$ cat config.mk
export PLATFORM = sky130hd
export DESIGN_NAME = tx_serializer_8b10b
export DESIGN_NICKNAME = d
export VERILOG_FILES = /design/src/rtl/tx_serializer_8b10b.sv
export SDC_FILE = /design/constraint.sdc
export NUM_CORES = 1
export LEC_CHECK = 0
export ABC_CLOCK_PERIOD_IN_PS = 3700
export CAP_MARGIN = 0
export CORE_MARGIN = 3
export CORE_UTILIZATION = 29
export DETAILED_ROUTE_END_ITERATION = 16
export PLACE_DENSITY = 0.54
export SETUP_SLACK_MARGIN = 0.5
export SKIP_CTS_REPAIR_TIMING = 1
export SLEW_MARGIN = 20
export SYNTH_ARGS = -nofsm -noshare
export SYNTH_HDL_FRONTEND = slang
export SYNTH_SLANG_ARGS = --single-unit
$ cat constraint.sdc
create_clock -name BitCLK -period 3.7 [get_ports BitCLK]
set_input_delay 0.74 -clock BitCLK [delete_from_list [all_inputs] [get_ports BitCLK]]
set_output_delay 0.74 -clock BitCLK [all_outputs]
set_load 0.005 [all_outputs]
$ cat src/rtl/tx_serializer_8b10b.sv
// tx_serializer_8b10b: 10:1 PISO stage behind the 8b10b encoder.
// One symbol is accepted every 10 bit clocks. When no symbol is offered at
// the load slot, a K28.5 comma of the polarity matching the running
// disparity is sent instead, so the line stays DC-balanced.
// Optional macro SER_MSB_FIRST_EN: send symbol bit9 first (shift left).
module tx_serializer_8b10b #(
    parameter logic [9:0] COMMA_NEG      = 10'h17C,
    parameter logic [9:0] COMMA_POS      = 10'h283,
    parameter int         UNDERRUN_CNT_W = 16
) (
    input  logic                      BitCLK,
    input  logic                      Reset,
    input  logic [9:0]                TxParallel_10,
    input  logic                      TxValid,
    output logic                      TxReady,
    output logic                      TxSerial,
    output logic                      IdleInserted,
    output logic                      RdPositive,
    output logic [UNDERRUN_CNT_W-1:0] UnderrunCnt
);

    localparam logic [3:0] LAST = 4'd9;
    localparam logic [UNDERRUN_CNT_W-1:0] UCNT_ONE = {{(UNDERRUN_CNT_W-1){1'b0}}, 1'b1};

    logic [3:0]                r_cnt;
    logic [9:0]                r_sr;
    logic                      r_rd;
    logic                      r_idle;
    logic                      r_seen;
    logic [UNDERRUN_CNT_W-1:0] r_ucnt;

    logic                      w_load;
    logic [9:0]                w_sym;
    logic [3:0]                w_pop;

    assign w_load = (r_cnt == LAST);

    // Pick the symbol for this slot and count its ones for the disparity update
    always_comb begin
        w_sym = TxValid ? TxParallel_10 : (r_rd ? COMMA_POS : COMMA_NEG);
        w_pop = '0;
        for (int i = 0; i < 10; i++) begin
            w_pop = w_pop + {3'b000, w_sym[i]};
        end
    end

    // Bit counter: 0..9, load slot at 9, wraps every cycle
    always_ff @(posedge BitCLK or posedge Reset) begin
        if (Reset)       r_cnt <= LAST;
        else if (w_load) r_cnt <= '0;
        else             r_cnt <= r_cnt + 4'd1;
    end

    // Shift register: parallel load at the slot, zero-fill shift otherwise
    always_ff @(posedge BitCLK or posedge Reset) begin
        if (Reset)       r_sr <= '0;
        else if (w_load) r_sr <= w_sym;
`ifdef SER_MSB_FIRST_EN
        else             r_sr <= {r_sr[8:0], 1'b0};
`else
        else             r_sr <= {1'b0, r_sr[9:1]};
`endif
    end

    // Running disparity follows the popcount of each loaded symbol; p == 5 holds it
    always_ff @(posedge BitCLK or posedge Reset) begin
        if (Reset) begin
            r_rd <= 1'b0;
        end else if (w_load) begin
            if (w_pop > 4'd5)      r_rd <= 1'b1;
            else if (w_pop < 4'd5) r_rd <= 1'b0;
        end
    end

    // Idle pulse, first-data flag and saturating underrun counter
    always_ff @(posedge BitCLK or posedge Reset) begin
        if (Reset) begin
            r_idle <= 1'b0;
            r_seen <= 1'b0;
            r_ucnt <= '0;
        end else if (w_load) begin
            r_idle <= ~TxValid;
            if (TxValid)
                r_seen <= 1'b1;
            else if (r_seen && (r_ucnt != '1))
                r_ucnt <= r_ucnt + UCNT_ONE;
        end else begin
            r_idle <= 1'b0;
        end
    end

    assign TxReady      = w_load & ~Reset;
`ifdef SER_MSB_FIRST_EN
    assign TxSerial     = r_sr[9];
`else
    assign TxSerial     = r_sr[0];
`endif
    assign IdleInserted = r_idle;
    assign RdPositive   = r_rd;
    assign UnderrunCnt  = r_ucnt;

endmodule
# After elaboration in Yosys (flattened, before gate mapping)
# Index checks and enable logic that the tools add are counted.
# Widths: inputs -> output; s select.
dict set report totals {
  input_bits 13
  out_inout_bits 20
  wordCells 36
  register_bits 33
}
dict set report classes {
  reduce_logical 5
  magnitude_cmp 2
  n_mux 7
  n_eq_ne 2
  addsub 11
  n_bitwise 3
}
# op n
set op_table {}
lappend op_table {{$mux 10} 3}
lappend op_table {{$add 4x1->4} 6}
lappend op_table {{$add 16x1->16 const B} 1}
lappend op_table {{$ne 16x16->1 const B} 1}
lappend op_table {{$add 3x1->4} 1}
lappend op_table {{$add 4x1->4 const B} 1}
lappend op_table {{$eq 4x4->1 const B} 1}
lappend op_table {{$gt 4x3->1 const B} 1}
lappend op_table {{$lt 4x3->1 const B} 1}
lappend op_table {{$mux 4} 1}
lappend op_table {{$reduce_and 2->1} 2}
lappend op_table {{$add 2x1->3} 1}
lappend op_table {{$mux 1} 3}
lappend op_table {{$reduce_and 3->1} 1}
lappend op_table {{$add 1x1->2} 1}
lappend op_table {{$not 1->1} 2}
lappend op_table {{$reduce_bool 2->1} 1}
lappend op_table {{$and 1x1->1} 1}
lappend op_table {{$logic_and 1x1->1} 1}

# Logic depth before layout (Yosys ltp)
# Gate-level depths: netlist of the first run.
dict set report logic_depth {
  word_depth 14
  ltp_mapped 14
  mapped_depth_nobuf 14
}

# Worst setup path after synthesis of the first run
# Ideal clock, no wire load.
dict set report synth_timing {
  kind {in2reg}
  startpoint {input TxValid}
  endpoint {register r_rd (netlist: RdPositive)}
  t_arrival_ns 3.595
  setup_slack_ns -0.032
  path_buffers 1
  required_ns 3.563
  setup_time_ns 0.137
  stages 12
  path_cell_list {clkbuf_1 -> a21oi_1 -> fa_1 -> fa_1 -> fa_1 -> inv_1 -> ha_1 -> inv_1 -> fa_1 -> xnor2_1 -> a22oi_1 -> o22ai_1}
}
dict set report synth_via {
  elab_chain_len 13
  elab_cells_between_ends 15
  classes_between {add/sub (9); order compare (2); mux (2); reduce/logical (2)}
}
# element line
set synth_rtl {}
lappend synth_rtl {{start: declaration} 14} ;# input logic TxValid,
lappend synth_rtl {{$mux 10 (*)} 40} ;# w_sym = TxValid ? TxParallel_10 : (r_rd ? COMMA_POS : COMMA_NEG);
lappend synth_rtl {{$add 1x1->2} 43} ;# w_pop = w_pop + {3'b000, w_sym[i]};
lappend synth_rtl {{$add 2x1->3} 43}
lappend synth_rtl {{$add 3x1->4} 43}
lappend synth_rtl {{$add 4x1->4 (5 in a row)} 43}
lappend synth_rtl {{$add 4x1->4 (*)} 43}
lappend synth_rtl {{$gt 4x3->1 or $lt 4x3->1 (tied branches)} {70, 71}}
lappend synth_rtl {{$reduce_bool 2->1 (no source line)} -}
lappend synth_rtl {{$reduce_and 2->1 (no source line)} -}
lappend synth_rtl {{end signal: assignment} 68} ;# r_rd <= 1'b0;
lappend synth_rtl {{end signal: assignment} 70} ;# if (w_pop > 4'd5) r_rd <= 1'b1;
lappend synth_rtl {{end signal: assignment} 71} ;# else if (w_pop < 4'd5) r_rd <= 1'b0;
lappend synth_rtl {{end: declaration} 27} ;# logic r_rd;
# Mark *: on every way between the ends. The rest lies on a longest branch, timed or not.
# A chain may end at the register's enable or synchronous reset.

# Worst setup path in the final report of the first run
# Same ends and word-level chain as after synthesis.

==> flow_summary.toml, run 1 <==
[synthesis]
ys_warn_count = 0
synth.avg_cell_area_um2 = 10.3
yosysUniqueCellTypes = 41
ys_seq_elements = 33
synth_cells = 173
synth_seq_area_share = 0.465
netlist_area_um2 = 1780
syn_nets = 195

[clock_tree]
cts_tree = "done"
clkSinkCount = 33
clk_pin_slew_ps = 80
cts_made_buffers = 5
clockRootBuffer = "clkbuf_8"
clk_latency_ps = 290
htreeDepth = 2
clk_path_buf_depth = 2

[floorplanning]
row_count = 27
fp.dieW_um = 84.4
ios = 33
die_y_um = 84.4
start_util = 0.312
core_um2 = 5710
die_area_um2 = 7120

[status]
status = "finished clean"

[worst_setup_path]
arrival_ps = 3770
crit_slowest_cell = "fa_1"
worstPathCellList = "buf_8 > buf_6 > a21o_1 > fa_1 > inv_2 > fa_1 > fa_1 > inv_1 > ha_2 > inv_2 > fa_2 > inv_2 > a22oi_2 > o22ai_1"
path_class = "input pin to register"
startpoint_type = "input pin"
endpoint_kind = "register"
critical_path_required_ps = 3860
crit_path_max_incr_delay_ps = 550
cp_max_fo = 6
cp.buffers_inverters = 6
reg2reg_setup_slack_ps = 210
crit_family = "adder cells"

[timing]
max_freq_mhz = 277
slew_headroom = 0.516
setup_viol = 0
rsz0062_at_grt = "true"
worst_slew_pin_slew_ps = 725
fin_worst_skew_ps = 11.0
final.period_utilization = 0.977
finalCriticalPeriod_ps = 3620
hold_viol = 0
slew_violations = 0

[place]
place_area_um2 = 2230
dp_cells = 280
port_buffers = 32
dp_hpwl_um = 2820
gp_congestion = 0.773

[route]
drt-total-wl_um = 3790
postRouteAntennaNets = 0
drtPass1Iterations = 4
drc = 0
num_vias = 1415
wl_per_cell_um = 12.9
via_per_inst = 4.83
drt_iter0_drc = 67

[global_routing]
grt_usage = 0.114
grt.overflow.total = 0
gr-max-usage-layer = "met2"
grt_pass1_wl_um = 6540
antenna_found_initial = 0
grt_use_met2 = 0.177
use_met1 = 0.151
grt_max_degree = 20
grt_pass1_vias = 1354
met3_usage = 0.0363

[run]
drv_cap = 0

[layout]
n_antenna_cell = 0
mostFrequentLayoutCell = "dfrtp_1"
nets = 242
fin_cells = 293
syn_to_final_growth_pct = 35.8
layout-drive-gt1-share = 0.204
stdcell_area_um2 = 2420
layout_common_cells = "dfrtp_1, clkdlybuf4s50_1, nand2_1"

[power_and_ir_drop]
vdd.ir_drop.worst_mv = 0.752
power_density_nw_per_um2 = 536
p_leak_nw = 1.20

[hold_path]
hold_class = "register to register"
[registers in the layout, summed over array words and instances (netlist names)]
name and flops:
IdleInserted 1, RdPositive 1, UnderrunCnt 16, r_cnt 4
r_seen 1, r_sr 10
[metal layers]
layer	part of all wire	up-vias
li1	-	696
met1	0.49	686
met2	0.46	27
met3	0.043	6
met4	0.013	0
met5	0	-
[report_power, final]
group          internal (W)  leakage, nW  switching (W)
combinational      0.000308        0.702       0.000293
sequential         0.000380        0.445     0.00000934
clock              0.000168       0.0542       0.000138
total              0.000856         1.20       0.000440
[stage by stage]
| stage | utilization | worst slack, ps | TNS, ps | hold WS (ps) | total power, W |
|---|---|---|---|---|---|
| finish | 0.424 | 84.9 | 0 | 451 | 0.00130 |
| global route | 0.424 | -101 | -101 | 469 | 0.00144 |
| CTS | 0.409 | -292 | -292 | 448 | 0.00124 |
| detailed placement | 0.391 | -593 | -593 | 429 | 0.000936 |
| global placement | 0.391 | -551 | -551 | 432 | 0.000924 |
| floorplan | - | 47.2 | 0 | 420 | 0.000796 |
[worst register-to-register path, cell delays in order (launching register included)]
cell and delay (ps):
dfrtp_1 400, inv_1 90, nor2_2 70, a21o_1 180
fa_1 550, inv_2 40, fa_1 470, fa_1 480
inv_1 70, ha_2 180, inv_2 40, fa_2 520
inv_2 30, a22oi_2 160, o22ai_1 80
[synthesized netlist by cell type]
master,instances,area share
o211ai_1,1,0.0042
dfrtp_1,31,0.44
nor2_1,9,0.019
mux2_2,4,0.025
and3_1,1,0.0035
fa_1,6,0.067
nor2b_1,1,0.0035
mux2i_1,1,0.0056
a31oi_1,1,0.0035
nand2b_1,1,0.0035
buf_4,1,0.0042
a21oi_2,1,0.0049
and2_1,3,0.011
xor2_1,9,0.044
or3_1,1,0.0035
ha_1,3,0.021
a21o_1,6,0.025
a22o_1,1,0.0049
nand2_1,20,0.042
a41oi_1,1,0.0049
clkbuf_1,3,0.0063
inv_1,13,0.027
a22oi_1,1,0.0042
a211oi_1,3,0.013
nor4_1,3,0.011
and4_2,1,0.0056
nand4_2,2,0.014
nand3_1,6,0.017
dfstp_2,2,0.029
a21oi_1,16,0.045
nand2_2,1,0.0035
xnor2_1,2,0.0098
and4_1,2,0.0098
nor4_4,1,0.012
o22ai_1,1,0.0035
nor3_1,5,0.014
and4bb_2,1,0.0070
mux2_4,1,0.0084
nor4b_1,1,0.0049
o21ai_0,4,0.011
nand4_1,2,0.0070
[final cells by class]
| type | instances | area, um2 |
|---|---|---|
| sequential | 33 | 828 |
| tap | 72 | 90.1 |
| clock inverter | 1 | 5.00 |
| inverter | 13 | 48.8 |
| fill | 538 | 3290 |
| clock buffer | 7 | 96.3 |
| timing repair buffer | 44 | 439 |
| multi-input combinational | 123 | 912 |
[kinds of logic (layout without fill, tap and decap cells)]
family,count (synthesis),after routing,share of synthesized area
and+or+nand+nor,61,61,0.191
muxes,6,6,0.0393
AOI/OAI and AO/OA,36,36,0.124
DFF,33,33,0.465
buffers and inverters,17,65,0.0379
adders and majority gates,9,9,0.0885
xor gates and xnor gates,11,11,0.0541
[final timing paths]
kind | start | endpoint | depth (start not counted)
worst max-delay path | TxValid | RdPositive | 14
worst min-delay path | r_seen | r_seen | 1
max in group asynchronous | Reset | UnderrunCnt[13] | 3
min in group asynchronous | Reset | r_sr[2] | 2
worst max register to register | RdPositive | RdPositive | 14
worst min register to register | r_seen | r_seen | 1
(Power assumes the default switching activity.)
==> run 2: changes to the inputs <==
- ABC_CLOCK_PERIOD_IN_PS: 3700 -> 3300
- PLACE_DENSITY: 0.54 -> 0.56
- clock period: 3.7 -> 3.3 ns (I/O delays scaled with it)
==> run 2 against run 1 <==
  * The flow now finishes with violations (setup timing)
  * Combinational power grew 21%
  * First-iteration DRC count is 51% lower
  * Global-route usage fell by 0.39 points
  * Hold slack better by 1.0 ps
  * Core utilization rose by 0.44 points
  * Count of clock-buffer cells in the layout fell by 2
  * Sequential share of layout area fell by 0.35 points
  * Clock skew shrank 4.6 ps
  * Register-to-register slack worse by 410 ps
  * Flip-flop and latch count unchanged
  * Highest routed layer unchanged
==> flow_summary.toml, run 2 (synthesized netlist as in run 1, its figures left out) <==
[layout]
final_util = 0.428
layout_common_cells = "dfrtp_1, clkdlybuf4s50_1, nand2_1"
layout-drive-gt1-share = 0.233
fill_cells = 569
syn_to_final_growth_pct = 37.2
largest_reg_flops = 16
n_antenna_cell = 0
nets = 248
mostFrequentLayoutCell = "dfrtp_1"

[timing]
fin_worst_skew_ps = 6.38
tns_ps = -265
final.period_utilization = 1.08
worst_slew_pin_slew_ps = 471
rsz0062_at_grt = "true"
hold_viol = 0
worst_slack_ps = -265
setup_viol = 1
finalCriticalPeriod_ps = 3560
slew_violations = 0
slew_headroom = 0.684
max_freq_mhz = 281

[worst_setup_path]
endpoint_kind = "register"
path_class = "input pin to register"
reg2reg_depth = 14
rr_startpoint = "RdPositive"
critical_path_required_ps = 3480
cp-startpoint = "TxValid"
arrival_ps = 3740
startpoint_type = "input pin"
reg2reg_setup_slack_ps = -200
crit_path_max_incr_delay_ps = 550
worstPathCellList = "buf_4 > buf_6 > a21o_1 > fa_1 > inv_2 > fa_1 > fa_1 > inv_1 > ha_2 > inv_2 > fa_2 > inv_2 > a22oi_2 > o22ai_1"
cp_max_fo = 6
reg2reg_to = "RdPositive"
crit_slowest_cell = "fa_1"

[power_and_ir_drop]
vdd.ir_drop.worst_mv = 0.887
p_leak_nw = 1.20
power_density_nw_per_um2 = 601

[route]
via_per_inst = 4.77
drtPass1Iterations = 4
num_vias = 1426
postRouteAntennaNets = 0
drc = 0
drt-total-wl_um = 3770
wl_per_cell_um = 12.6
drt_iter0_drc = 33

[floorplanning]
core_um2 = 5710
die_y_um = 84.4
row_count = 27
start_util = 0.312
fp.dieW_um = 84.4
die_area_um2 = 7120
ios = 33

[clock_tree]
clkSinkCount = 33
clk_path_buf_depth = 2
clk_latency_ps = 290
clockRootBuffer = "clkbuf_8"
htreeDepth = 2
cts_tree = "done"
clk_pin_slew_ps = 70
cts_made_buffers = 5

[place]
gp_congestion = 0.800
dp_hpwl_um = 2730
port_buffers = 32

[hold_path]
holdPathEnd = "r_sr[2]"
hold_class = "register to register"
min_from = "r_sr[3]"
hold_depth = 2

[status]
status = "finished with violations"
violations = "setup timing"

[global_routing]
antenna_found_initial = 0
grt.overflow.total = 0
grt_max_degree = 34
grt_pass1_wl_um = 6250
grt_pass1_vias = 1315
grt_usage = 0.110

[run]
drv_cap = 0
-- run 2: changes by cell type in the layout (fill, tap and decap cells not counted) --
cell,change
clkdlybuf4s50_1,+1
clkinvlp_4,+1
dlymetal6s2s_1,-2
clkbuf_8,-2
or3_1,-1
clkinv_2,+1
or3_4,+1
a21oi_4,+1
a21oi_2,-1
buf_2,+1
buf_4,+7
buf_8,-1
-- run 2: how the worst max path moves through the flow --
stage                 endpoint  slack, ps
CTS                 RdPositive       -610
global route        RdPositive       -400
detailed placement  RdPositive       -910
global placement    RdPositive       -870
finish              RdPositive       -260
floorplan           RdPositive       -270
-- run 2: critical path: cells and delay by family --
| family | cells | cell delay [ps] |
|---|---|---|
| compound gates | 3 | 440 |
| fa+ha+maj | 5 | 2210 |
| buf+inv | 6 | 430 |
-- run 2: power by group --
| part | internal (W) | leakage (nW) | total, W | switching, W |
|---|---|---|---|---|
| Clock | 0.000145 | 0.0439 | 0.000302 | 0.000156 |
| Combinational | 0.000386 | 0.710 | 0.000729 | 0.000343 |
| Sequential | 0.000426 | 0.445 | 0.000437 | 0.0000112 |
-- run 2: cell type report --
type / count / area (um2) / area share
sequential: 33 / 828 / 0.339
tap: 72 / 90.1 / 0.0368
timing repair buffer: 50 / 467 / 0.191
clock buffer: 5 / 68.8 / 0.0281
inverter: 13 / 48.8 / 0.0200
multi-input combinational: 123 / 925 / 0.378
clock inverter: 3 / 17.5 / 0.00716
-- run 2: metrics by stage --
stage,setup slack (ps),hold slack (ps),area [um2],power (W),std cells
after floorplan,-273,420,1800,0.000893,173
after global placement,-870,430,2260,0.00106,283
after detailed placement,-909,436,2260,0.00107,283
after CTS,-605,458,2340,0.00138,291
after global routing,-396,469,2440,0.00160,299
final,-265,452,2440,0.00147,299
-- run 2: per-layer routing --
layer | vias up | track usage | part of all wire
met5 | - | 0 | 0
met4 | 0 | 0.0518 | 0.020
met3 | 7 | 0.0265 | 0.034
met2 | 24 | 0.171 | 0.46
met1 | 683 | 0.144 | 0.49
li1 | 712 | - | -
==> run 3: changes to the inputs <==
- CORE_MARGIN: 3 -> 2
- CTS_CLUSTER_DIAMETER: default -> 120
==> run 3 against run 2 <==
  * Cell area is 2.4% higher
  * Global-route usage is 1.9 points higher
  * Power is 7.8% higher
  * Via count is 3.0% higher
  * The flow still finishes with violations (setup timing)
  * Cell count is 2.3% higher
  * Clock skew is 0.60 ps higher
  * Die area is 4.7% lower
  * Register-to-register slack hardly changed
  * Count of clock-buffer cells in the layout is 2 higher
  * Critical path type unchanged
==> flow_summary.toml, run 3 (synthesized netlist as in run 1, its figures left out) <==
[timing]
slew_violations = 0
slew_headroom = 0.546
whs_ps = 448
rsz0062_at_grt = "true"
hold_viol = 0
max_freq_mhz = 279
worst_slack_ps = -290
worst_slew_pin_slew_ps = 680
fin_worst_skew_ps = 6.98
final.period_utilization = 1.09
setup_viol = 1
finalCriticalPeriod_ps = 3590

[worst_setup_path]
cp_max_fo = 2
arrival_ps = 3760
reg2reg_to = "RdPositive"
reg2reg_depth = 14
reg2reg_setup_slack_ps = -210
rr_startpoint = "RdPositive"
startpoint_type = "input pin"
critical_path_required_ps = 3470
endpoint_kind = "register"
path_class = "input pin to register"
cp-startpoint = "TxParallel_10[3]"

[route]
drtPass1Iterations = 4
wl_per_cell_um = 13.2
drt_iter0_drc = 31
num_vias = 1469
postRouteAntennaNets = 0
via_per_inst = 4.80
drt-total-wl_um = 4040
drc = 0

[clock_tree]
clk_path_buf_depth = 2
cts_tree = "done"
clkSinkCount = 33
htreeDepth = 2
clockRootBuffer = "clkbuf_8"
cts_made_buffers = 5
clk_pin_slew_ps = 70
clk_latency_ps = 280

[layout]
syn_to_final_growth_pct = 40.5
nets = 252
mostFrequentLayoutCell = "dfrtp_1"
layout_common_cells = "dfrtp_1, clkdlybuf4s50_1, buf_4"
final_util = 0.423
fill_cells = 584
stdcell_area_um2 = 2500
seqCellArea_um2 = 828
largest_reg_flops = 16
n_antenna_cell = 0
multiInputGateArea_um2 = 917
layout-drive-gt1-share = 0.242

[floorplanning]
core_um2 = 5920
row_count = 28
fp.dieW_um = 82.4
die_area_um2 = 6790
ios = 33
die_y_um = 82.4
start_util = 0.301

[run]
drv_cap = 0

[place]
port_buffers = 32
dp_hpwl_um = 2880
place_area_um2 = 2300
gp_congestion = 0.833
place_ws_ps = -901

[power_and_ir_drop]
power_density_nw_per_um2 = 632
finalPower_w = 0.00158
p_leak_nw = 1.23
vdd.ir_drop.worst_mv = 0.444

[hold_path]
hold_depth = 1
min_from = "r_seen"
hold_class = "register to register"
holdPathEnd = "r_seen"

[status]
violations = "setup timing"
status = "finished with violations"

[global_routing]
grt_max_degree = 19
grt_pass1_vias = 1383
grt_pass1_wl_um = 6660
grt_usage = 0.128
grt.overflow.total = 0
antenna_found_initial = 0
-- run 3: cell count changes in the layout (fill, tap and decap cells not counted), sizes merged --
cell      before  now
buf           19   23
clkbuf         5    7
clkinv         2    0
bufinv         0    1
clkinvlp       1    0
-- run 3: worst max-delay path, stage by stage --
cell,delay (ps)
clkdlybuf4s50_1,420
a21oi_2,180
fa_1,470
fa_1,470
fa_1,480
inv_1,70
ha_2,170
inv_2,40
fa_2,520
inv_2,30
a22oi_2,160
o22ai_1,80
-- run 3: area by class of cell --
| type | count | share of cell area |
|---|---|---|
| Clock buffer | 7 | 0.0345 |
| Clock inverter | 1 | 0.0120 |
| Inverter | 13 | 0.0195 |
| Multi-Input combinational cell | 123 | 0.366 |
| Sequential cell | 33 | 0.331 |
| Tap cell | 75 | 0.0375 |
| Timing Repair Buffer | 54 | 0.199 |
-- run 3: where the power goes --
group / total [W] / switching (W) / internal (W)
Combinational: 0.000751 / 0.000355 / 0.000397
Sequential: 0.000436 / 0.0000102 / 0.000426
Clock: 0.000396 / 0.000150 / 0.000246
-- run 3: per-layer routing --
metal	part of all wire	track usage	routed length (um)	up-vias
met3	0.047	0.0337	190	0
li1	-	-	-	715
met5	0	0	0	-
met4	0	0.0400	0	0
met2	0.47	0.192	1920	39
met1	0.48	0.181	1930	715
-- run 3: how the worst max path moves through the flow --
stage | cells after the start | slack [ps] | end
global route | 12 | -400 | RdPositive
floorplan | 13 | -270 | RdPositive
global placement | 14 | -830 | RdPositive
CTS | 13 | -590 | RdPositive
detailed placement | 13 | -900 | RdPositive
finish | 12 | -290 | RdPositive
-- run 3: per-stage QoR --
step,cells,setup TNS [ps]
after CTS,299,-592
after global placement,291,-832
final,306,-290
after floorplan,173,-273
after detailed placement,291,-901
after global routing,306,-403
